===== config.mk =====
export PLATFORM = sky130hd
export DESIGN_NAME = count_sequencer
export DESIGN_NICKNAME = d
export VERILOG_FILES = /design/src/rtl/count_sequencer_pkg.sv /design/src/rtl/count_sequencer_rise_edge.sv /design/src/rtl/count_sequencer.sv
export SDC_FILE = /design/constraint.sdc
export NUM_CORES = 1
export LEC_CHECK = 0
export BUFFER_PORTS_ARGS = -buffer_cell sky130_fd_sc_hd__buf_2
export CORE_MARGIN = 2
export CORE_UTILIZATION = 59
export DETAILED_ROUTE_END_ITERATION = 10
export HOLD_SLACK_MARGIN = 0.06
export PLACE_DENSITY_LB_ADDON = 0.05
export SKIP_CTS_REPAIR_TIMING = 1
export SLEW_MARGIN = 10
export SYNTH_ARGS = -nofsm -noshare
export SYNTH_HDL_FRONTEND = slang
export SYNTH_HIERARCHICAL = 1
export SYNTH_SLANG_ARGS = --single-unit

===== constraint.sdc =====
create_clock -name clk -period 3.1 [get_ports clk]
set_input_delay 0.62 -clock clk [delete_from_list [all_inputs] [get_ports clk]]
set_output_delay 0.62 -clock clk [all_outputs]
set_load 0.03 [all_outputs]

===== src/rtl/count_sequencer_pkg.sv =====
// count_seq_pkg
// Shared definitions for the count_sequencer slice: state encoding,
// state/sweep counter widths and a saturating increment helper.
// The PAUSED encoding is always declared; the sequencer only ever
// enters it when built with COUNT_SEQ_PAUSE_EN.
package count_seq_pkg;

  localparam int STATE_W     = 3;
  localparam int SWEEP_CNT_W = 8;

  typedef enum logic [STATE_W-1:0] {
    IDLE   = 3'd0,
    UP     = 3'd1,
    DOWN   = 3'd2,
    CHOOSE = 3'd3,
    PAUSED = 3'd4
  } state_t;

  // The sweep counter sticks at its maximum instead of wrapping.
  function automatic logic [SWEEP_CNT_W-1:0] sat_inc(input logic [SWEEP_CNT_W-1:0] v);
    return (v == {SWEEP_CNT_W{1'b1}}) ? v : v + SWEEP_CNT_W'(1);
  endfunction

endpackage


===== src/rtl/count_sequencer_rise_edge.sv =====
// rise_edge
// One-register rising-edge detector. The edge output is high for the
// cycle in which din is high and was low at the previous clk.
// Ports:
//   clk    in  system clock
//   reset  in  synchronous active-high reset (clears the history register)
//   din    in  level input
//   rise   out din high now and low one clk earlier
module rise_edge (
  input  logic clk,
  input  logic reset,
  input  logic din,
  output logic rise
);

  logic prev;

  always_ff @(posedge clk) begin
    if (reset) begin
      prev <= 1'b0;
    end else begin
      prev <= din;
    end
  end

  assign rise = din & ~prev;

endmodule


===== src/rtl/count_sequencer.sv =====
// count_sequencer
// Sequencing controller for the up/down counter datapath. After a start
// press it runs AUTO_SWEEPS alternating sweeps (UP first), then waits in
// CHOOSE for the user to pick a direction, runs that single sweep and
// returns to IDLE. Abort returns to IDLE from any active state.
// Every button and the counter's finish flag are rising-edge detected.
// Optional feature macro: COUNT_SEQ_PAUSE_EN adds the pause input and the
// PAUSED state.
// Parameters:
//   AUTO_SWEEPS     automatic sweeps after start (1..15)
//   CHOOSE_TIMEOUT  clk cycles allowed in CHOOSE before giving up; 0 = never
//   TMO_W           width of the CHOOSE timeout counter
// Ports:
//   clk, reset      system clock, synchronous active-high reset
//   start           start button (level)
//   progressive     "count up" selection (level)
//   regressive      "count down" selection (level)
//   abort           stop button (level)
//   pause           pause toggle (level, COUNT_SEQ_PAUSE_EN only)
//   finish          counter terminal flag (level)
//   enable          counter run enable
//   forward         1 = count up, 0 = count down
//   busy            high outside IDLE
//   choose          high in CHOOSE
//   sweep_cnt       completed sweeps since last start (saturating)
//   state_o         current state encoding
module count_sequencer
  import count_seq_pkg::*;
#(
  parameter int AUTO_SWEEPS    = 2,
  parameter int CHOOSE_TIMEOUT = 0,
  parameter int TMO_W          = 32
) (
  input  logic                   clk,
  input  logic                   reset,
  input  logic                   start,
  input  logic                   progressive,
  input  logic                   regressive,
  input  logic                   abort,
`ifdef COUNT_SEQ_PAUSE_EN
  input  logic                   pause,
`endif
  input  logic                   finish,
  output logic                   enable,
  output logic                   forward,
  output logic                   busy,
  output logic                   choose,
  output logic [SWEEP_CNT_W-1:0] sweep_cnt,
  output logic [STATE_W-1:0]     state_o
);

  localparam logic [3:0]       AUTO_INIT = 4'(AUTO_SWEEPS);
  localparam logic [TMO_W-1:0] TMO_LIMIT = TMO_W'(CHOOSE_TIMEOUT);

  state_t                 state_q, state_d;
  logic [3:0]             auto_left_q, auto_left_d;
  logic                   single_q, single_d;
  logic [TMO_W-1:0]       tmo_q, tmo_d, tmo_inc;
  logic [SWEEP_CNT_W-1:0] sweep_d;
  logic                   fwd_d;

  logic start_e, prog_e, regr_e, abort_e, finish_e;

  rise_edge u_start_edge  (.clk(clk), .reset(reset), .din(start),       .rise(start_e));
  rise_edge u_prog_edge   (.clk(clk), .reset(reset), .din(progressive), .rise(prog_e));
  rise_edge u_regr_edge   (.clk(clk), .reset(reset), .din(regressive),  .rise(regr_e));
  rise_edge u_abort_edge  (.clk(clk), .reset(reset), .din(abort),       .rise(abort_e));
  rise_edge u_finish_edge (.clk(clk), .reset(reset), .din(finish),      .rise(finish_e));

`ifdef COUNT_SEQ_PAUSE_EN
  logic   pause_e;
  state_t saved_q, saved_d;

  rise_edge u_pause_edge  (.clk(clk), .reset(reset), .din(pause),       .rise(pause_e));
`endif

  assign tmo_inc = tmo_q + TMO_W'(1);

  // Next-state decision. Abort is checked first in every active state so
  // it beats any simultaneous finish, selection or pause edge.
  always_comb begin
    state_d     = state_q;
    auto_left_d = auto_left_q;
    single_d    = single_q;
    tmo_d       = tmo_q;
    sweep_d     = sweep_cnt;
`ifdef COUNT_SEQ_PAUSE_EN
    saved_d     = saved_q;
`endif

    case (state_q)
      IDLE: begin
        if (start_e) begin
          state_d     = UP;
          sweep_d     = '0;
          auto_left_d = AUTO_INIT;
          single_d    = 1'b0;
        end
      end

      UP, DOWN: begin
        if (abort_e) begin
          state_d = IDLE;
`ifdef COUNT_SEQ_PAUSE_EN
        end else if (pause_e) begin
          saved_d = state_q;
          state_d = PAUSED;
`endif
        end else if (finish_e) begin
          sweep_d = sat_inc(sweep_cnt);
          if (single_q) begin
            state_d = IDLE;
          end else begin
            auto_left_d = auto_left_q - 4'd1;
            if (auto_left_q == 4'd1) begin
              state_d = CHOOSE;
              tmo_d   = '0;
            end else begin
              state_d = (state_q == UP) ? DOWN : UP;
            end
          end
        end
      end

      CHOOSE: begin
        if (abort_e) begin
          state_d = IDLE;
        end else if (prog_e) begin
          state_d  = UP;
          single_d = 1'b1;
        end else if (regr_e) begin
          state_d  = DOWN;
          single_d = 1'b1;
        end else if (CHOOSE_TIMEOUT != 0) begin
          // Leave on the cycle the count reaches the limit, so IDLE shows
          // exactly CHOOSE_TIMEOUT clks after entering CHOOSE.
          tmo_d = tmo_inc;
          if (tmo_inc == TMO_LIMIT) begin
            state_d = IDLE;
          end
        end
      end

`ifdef COUNT_SEQ_PAUSE_EN
      PAUSED: begin
        if (abort_e) begin
          state_d = IDLE;
        end else if (pause_e) begin
          state_d = saved_q;
        end
      end
`endif

      default: state_d = IDLE;
    endcase
  end

  // Direction follows the sweep state; CHOOSE and PAUSED keep whatever
  // direction the counter last ran in.
  always_comb begin
    case (state_d)
      UP:      fwd_d = 1'b1;
      DOWN:    fwd_d = 1'b0;
      IDLE:    fwd_d = 1'b0;
      default: fwd_d = forward;
    endcase
  end

  // State and all outputs are registered from the next-state values so the
  // outputs change one clk after the edge that caused the transition.
  always_ff @(posedge clk) begin
    if (reset) begin
      state_q     <= IDLE;
      auto_left_q <= '0;
      single_q    <= 1'b0;
      tmo_q       <= '0;
      sweep_cnt   <= '0;
      enable      <= 1'b0;
      forward     <= 1'b0;
      busy        <= 1'b0;
      choose      <= 1'b0;
      state_o     <= '0;
`ifdef COUNT_SEQ_PAUSE_EN
      saved_q     <= IDLE;
`endif
    end else begin
      state_q     <= state_d;
      auto_left_q <= auto_left_d;
      single_q    <= single_d;
      tmo_q       <= tmo_d;
      sweep_cnt   <= sweep_d;
      enable      <= (state_d == UP) || (state_d == DOWN);
      forward     <= fwd_d;
      busy        <= (state_d != IDLE);
      choose      <= (state_d == CHOOSE);
      state_o     <= state_d;
`ifdef COUNT_SEQ_PAUSE_EN
      saved_q     <= saved_d;
`endif
    end
  end

endmodule


## Word level (Yosys, flattened, before mapping)

Index checks and enable logic that the tools add are counted.

| word-level totals | value |
|---|---|
| register bits | 25 |
| output and inout bits | 15 |

| operators by class | value |
|---|---|
| $add $sub $neg | 2 |
| equal/unequal tests | 15 |
| multiplexer cells | 26 |
| bitwise operators | 10 |
| reduce and logical (&&, ||, !) cells | 12 |

Operators with widths:

| kind | count |
|---|---|
| two-way mux 8 bit | 4 |
| two-way mux 3 bit | 6 |
| two-way mux 4 bit | 4 |
| one-hot mux 8 bit (2 select lines) | 1 |
| equality test 3 x 2 -> 1 bit, second input constant | 4 |
| inequality test 2 bit, second input constant | 6 |
| AND reduction 5 bit | 2 |
| one-hot mux 3 bit (3 select lines) | 1 |
| adder 8 x 1 -> 8 bit, second input constant | 1 |
| equality test 8 bit, second input constant | 1 |
| one-hot mux 4 bit (2 select lines) | 1 |
| equality test 3 x 1 -> 1 bit, second input constant | 2 |
| zero test 3 bit | 2 |
| two-way mux 2 bit | 3 |
| nonzero test 2 bit | 3 |
| AND 1 bit | 5 |
| NOT 1 bit | 5 |
| equality test 4 x 1 -> 1 bit, second input constant | 1 |
| two-way mux 1 bit | 4 |
| one-hot mux 1 bit (2 select lines) | 2 |
| AND reduction 4 bit | 1 |
| OR reduction 2 bit | 2 |
| subtractor 4 x 1 -> 4 bit, second input constant | 1 |
| inequality test 3 bit, second input constant | 1 |
| other kinds (2) | 2 |

## Logic depth before layout (Yosys ltp)

| depth | value |
|---|---|
| word-level depth | 10 |
| gate-level depth with buffers | 7 |

## By module

Netlist, hierarchy kept.

Modules (own cells, without submodules):

| module | instances | cells each | area an instance (µm²) |
|---|---|---|---|
| count_sequencer | 1 | 124 | 1074.8 |
| rise_edge | 5 | 3 | 47.5 |

## Worst setup path before layout

No wires, ideal clock.

| timing path | value |
|---|---|
| kind | input to register |
| start | input port finish |
| end | register enable |
| arrival time | 1718 ps |
| data required time | 2983 ps |
| slack | 1265 ps |
| stages on the path | 6 |
| cells stage by stage | nor2b_4 and4bb_2 a21oi_1 nand2_1 mux2_2 a32o_1 |

| on the way | value |
|---|---|
| longest elaborated chain between the ends | 6 |
| elaborated cells on any way between the ends | 7 |
| classes of those cells | eq/ne: 2; mux: 3; bitwise: 1; reduce/logical: 1 |

Ends and longest elaborated chain:

| what | line | source |
|---|---|---|
| start: declaration | count_sequencer.sv:43 | `input logic finish,` |
| AND 1 bit (*) | count_sequencer_rise_edge.sv:26 | `assign rise = din & ~prev;` |
| two-way mux 3 bit (*) | count_sequencer.sv:109 | `end else if (finish_e) begin` |
| two-way mux 3 bit (*) | count_sequencer.sv:102 | `if (abort_e) begin` |
| one-hot mux 3 bit (3 select lines) (*) | count_sequencer.sv:91 | `case (state_q)` |
| equality test 3 x 1 -> 1 bit or equality test 3 x 2 -> 1 bit (tied branches) | count_sequencer.sv:192 | `enable <= (state_d == UP) \|\| (state_d == DOWN);` |
| logical OR 1 bit (*) | count_sequencer.sv:192 |  |
| end signal: assignment | count_sequencer.sv:192 |  |
| end: declaration | count_sequencer.sv:44 | `output logic enable,` |

Mark *: on every way between the ends. The rest lies on a longest branch, timed or not.
A chain may end at the register's enable or synchronous reset.

## Final worst setup path

| timing path | value |
|---|---|
| start | register state_q[1] |
| end | register sweep_cnt[5] |

| on the way | value |
|---|---|
| longest elaborated chain between the ends | 4 |
| elaborated cells on any way between the ends | 11 |
| classes of those cells | eq/ne: 6; mux: 1; reduce/logical: 4 |

Ends and longest elaborated chain:

| what | line | source |
|---|---|---|
| start: declaration | count_sequencer.sv:55 | `state_t state_q, state_d;` |
| start signal: assignment | count_sequencer.sv:187 | `state_q <= state_d;` |
| equality test 3 x 1 -> 1 bit or equality test 3 x 2 -> 1 bit (tied branches) | count_sequencer.sv:91 |  |
| OR reduction 2 bit | count_sequencer.sv:91 |  |
| inequality test 2 bit (no source line) or nonzero test 2 bit (tied branches) | - |  |
| AND reduction 5 bit (no source line) | - |  |
| end signal: assignment | count_sequencer.sv:191 | `sweep_cnt <= sweep_d;` |
| end: declaration | count_sequencer.sv:48 | `output logic [SWEEP_CNT_W-1:0] sweep_cnt,` |

Parallel ways exist; a longest one is shown, timed or not.

==> results.md <==
* HPWL Detailed at 1.83 mm
* Worst setup slack before clock tree synthesis at 0.965 ns
* Cell chosen for the clock root: sky130_fd_sc_hd__clkbuf_4
* Total routing usage reported by global routing at 21.0%
* Syn_nets at 149
* Router iterations before antenna repair at 4
* Total wire length after detailed routing at 2.42 mm
* Die outline width at 51.2 um
* Most frequent cells in the layout: 25 x sky130_fd_sc_hd__dfxtp_1, 21 x sky130_fd_sc_hd__buf_2, 14 x sky130_fd_sc_hd__a21oi_1, 12 x sky130_fd_sc_hd__nand2_1
* Max Transition Viols Final at 0
* Fill cells at 184
* Power per cell area at 389 nW/um^2
* Final Hold Vio Count at 0
* Worst Hold Class: reg -> reg
* # rows at 17
* Post-synthesis instance area at 1310 sq um
* Register area share after synthesis at 38.1%
* Die area at 2620 sq um
* Number of buffer and inverter instances along the worst setup path at 0
* Biggest fanout along the worst timing path at 16
* Number of global-route vias before repair at 934
* Average wire per cell in the routed design at 12.9 um
* Core Footprint at 2150 sq um
* Max reg flops at 8
* Via density at 5.68
* Residual DRC at 0
* Min Tclk post-route at 1.88 ns
* Top Ports at 22
* Clock transition at path regs at 0.13 ns
* Via count at 1,067
* Setup tns final at 0 ns
* Pin count of the biggest net entering global routing at 19
* Kind of start point of the critical path: flop
* Clock Sink Count at 25
* TritonCTS clock tree: built
* Commonest non-fill, non-tap cell in the layout: sky130_fd_sc_hd__dfxtp_1
* Post-synthesis average cell area at 9.44 sq um
* Highest achievable clock rate at 533 MHz
* PnR Total Power at 0.564 mW
* Final worst slack at 1.22 ns
* Maximum number of buffers from clock root to sink at 2
* Family of cells with the greatest summed delay on the critical path: simple AND/OR/NAND/NOR gates
* Area growth from synthesis to layout at 10.4%
* Ordered list of cells on the worst path: nor3_2, or3_1, o211ai_4, or4_1, a21oi_1
* Total Nets Final at 171
* Layout cells sized above 1 at 28.1%
* Number of non-filler instances in the completed layout at 188
* Syn. warnings at 6
* WP data arrival at 2.13 ns
* Final period util at 60.6%
* CTS H-tree lvls at 1
* Top flop regs: sweep_cnt: 8 flops, auto_left_q: 4 flops, state_q: 3 flops
* Slowest cell on the critical path: sky130_fd_sc_hd__or4_1
* Standard cell area after detailed placement at 1420 sq um
* Diodes inserted at 0
* Starting density of the core at 61.1%
* Critical path's largest stage delay at 0.51 ns
* Routed Antenna Nets at 0
* Wire length of the first global-routing pass at 4.14 mm
* Last weighted congestion value of the routability-driven placer at 0.758
* Die outline height at 51.2 um
* Register bit total from synthesis at 25
* Placed cell count at 184
* Worst path required time at 3.36 ns
* Distinct cell type count of the synthesized netlist at 39
* Count of final setup violators at 0
* Skew-Pair Late Insertion Delay at 0.32 ns
* Count of maximum capacitance violations at 0
* Number of buffers created by CTS at 3
* Static Leak at 0.639 nW
* Type of the worst setup path: reg -> reg
* Count of buffers from port buffering at 21
* Number of standard cells after synthesis at 139
* Antenna violations before repair at 0
* Grt total ovfl at 0
* Result of the run: finished, final reports clean
* Design Area, Final at 1450 sq um
* Endpoint kind of the worst setup timing path: flop
* VDD IR max at 0.322 mV
* Largest reg by FF count: sweep_cnt
* Iter 0 DRT Violations at 16
* Unrepaired setup endpoints after global routing: no
* Setup clock skew after layout at 0.00707 ns
## worst reg2reg max path, stage by stage, from the launching register on
cell and delay [ns]:
sky130_fd_sc_hd__dfxtp_1 0.47, sky130_fd_sc_hd__nor3_2 0.32, sky130_fd_sc_hd__or3_1 0.21, sky130_fd_sc_hd__o211ai_4 0.16
sky130_fd_sc_hd__or4_1 0.51, sky130_fd_sc_hd__a21oi_1 0.16
## cell type report
type	count	area (sq um)	share of cell area, %
Clock buffer	4	26.3	1.81
Inverter	5	18.8	1.30
Sequential cell	25	500	34.5
Multi-Input combinational cell	105	763	52.7
Tap cell	28	35.0	2.42
Timing Repair Buffer	21	105	7.25
## where the power goes
group / switching (mW) / internal [mW] / leakage (nW) / total (mW)
Sequential: 0.0104 / 0.332 / 0.204 / 0.342
Clock: 0.0913 / 0.0503 / 0.0150 / 0.142
Combinational: 0.0456 / 0.0343 / 0.420 / 0.0799
Total: 0.147 / 0.416 / 0.639 / 0.564
## worst paths after layout
kind | start | to | slack (ns) | cells after the start
max | state_q[1] | sweep_cnt[5] | 1.22 | 5
min | forward | forward | 0.48 | 1
max reg2reg | state_q[1] | sweep_cnt[5] | 1.22 | 5
min reg2reg | forward | forward | 0.48 | 1
## cells by family after synthesis
kind of cell / synth area share [%]
adders and majority gates: 2.86
buffers and inverters: 3.72
and+or+nand+nor: 34.9
AOI/OAI and AO/OA: 19.3
other: 0.286
muxes: 0.858
DFF: 38.1
## per-stage QoR
| step | hold WS, ns | util, % |
|---|---|---|
| finish | 0.483 | 67.4 |
| global route | 0.512 | 67.4 |
| CTS | 0.485 | 67.4 |
| detailed placement | 0.455 | 66.2 |
| global placement | 0.443 | 66.2 |
| floorplan | 0.489 | - |
## metal layers
layer	global-route usage, %	part of all wire, %	up-vias
met5	0	0	-
met4	9.46	1.6	0
met3	2.63	3.3	5
met2	35.3	48	22
met1	26.9	47	499
li1	-	-	541
## cells in the mapped netlist
library cell | instances | area [sq um]
sky130_fd_sc_hd__nand2_1 | 12 | 45.0
sky130_fd_sc_hd__o211ai_4 | 1 | 21.3
sky130_fd_sc_hd__nand4_1 | 1 | 6.26
sky130_fd_sc_hd__or4_1 | 2 | 15.0
sky130_fd_sc_hd__a311oi_1 | 1 | 8.76
sky130_fd_sc_hd__a31o_2 | 2 | 17.5
sky130_fd_sc_hd__conb_1 | 1 | 3.75
sky130_fd_sc_hd__nor3b_1 | 5 | 37.5
sky130_fd_sc_hd__buf_4 | 2 | 15.0
sky130_fd_sc_hd__inv_1 | 5 | 18.8
sky130_fd_sc_hd__nor2b_4 | 10 | 138
sky130_fd_sc_hd__buf_6 | 1 | 11.3
sky130_fd_sc_hd__and3_1 | 1 | 6.26
sky130_fd_sc_hd__or2_2 | 1 | 6.26
sky130_fd_sc_hd__a21o_1 | 1 | 7.51
sky130_fd_sc_hd__nor2_1 | 10 | 37.5
sky130_fd_sc_hd__nand2b_1 | 3 | 18.8
sky130_fd_sc_hd__mux2_2 | 1 | 11.3
sky130_fd_sc_hd__nand3b_4 | 1 | 20.0
sky130_fd_sc_hd__a21oi_4 | 1 | 16.3
sky130_fd_sc_hd__o211ai_1 | 2 | 15.0
sky130_fd_sc_hd__a21oi_1 | 14 | 70.1
sky130_fd_sc_hd__and4bb_2 | 2 | 25.0
sky130_fd_sc_hd__nor3_2 | 1 | 10.0
sky130_fd_sc_hd__o21a_1 | 1 | 7.51
sky130_fd_sc_hd__or3b_2 | 1 | 8.76
sky130_fd_sc_hd__or3_1 | 5 | 31.3
sky130_fd_sc_hd__o31ai_1 | 4 | 30.0
sky130_fd_sc_hd__nand3_1 | 4 | 20.0
sky130_fd_sc_hd__nor3_1 | 4 | 20.0
sky130_fd_sc_hd__nor2b_1 | 1 | 6.26
sky130_fd_sc_hd__dfxtp_1 | 25 | 500
sky130_fd_sc_hd__o211a_1 | 1 | 10.0
sky130_fd_sc_hd__a32o_1 | 2 | 20.0
sky130_fd_sc_hd__a211o_1 | 1 | 8.76
sky130_fd_sc_hd__and2_1 | 1 | 6.26
sky130_fd_sc_hd__clkbuf_1 | 1 | 3.75
sky130_fd_sc_hd__o21ai_0 | 4 | 20.0
sky130_fd_sc_hd__ha_1 | 3 | 37.5
Note: power is estimated with default switching activity, not from simulation.
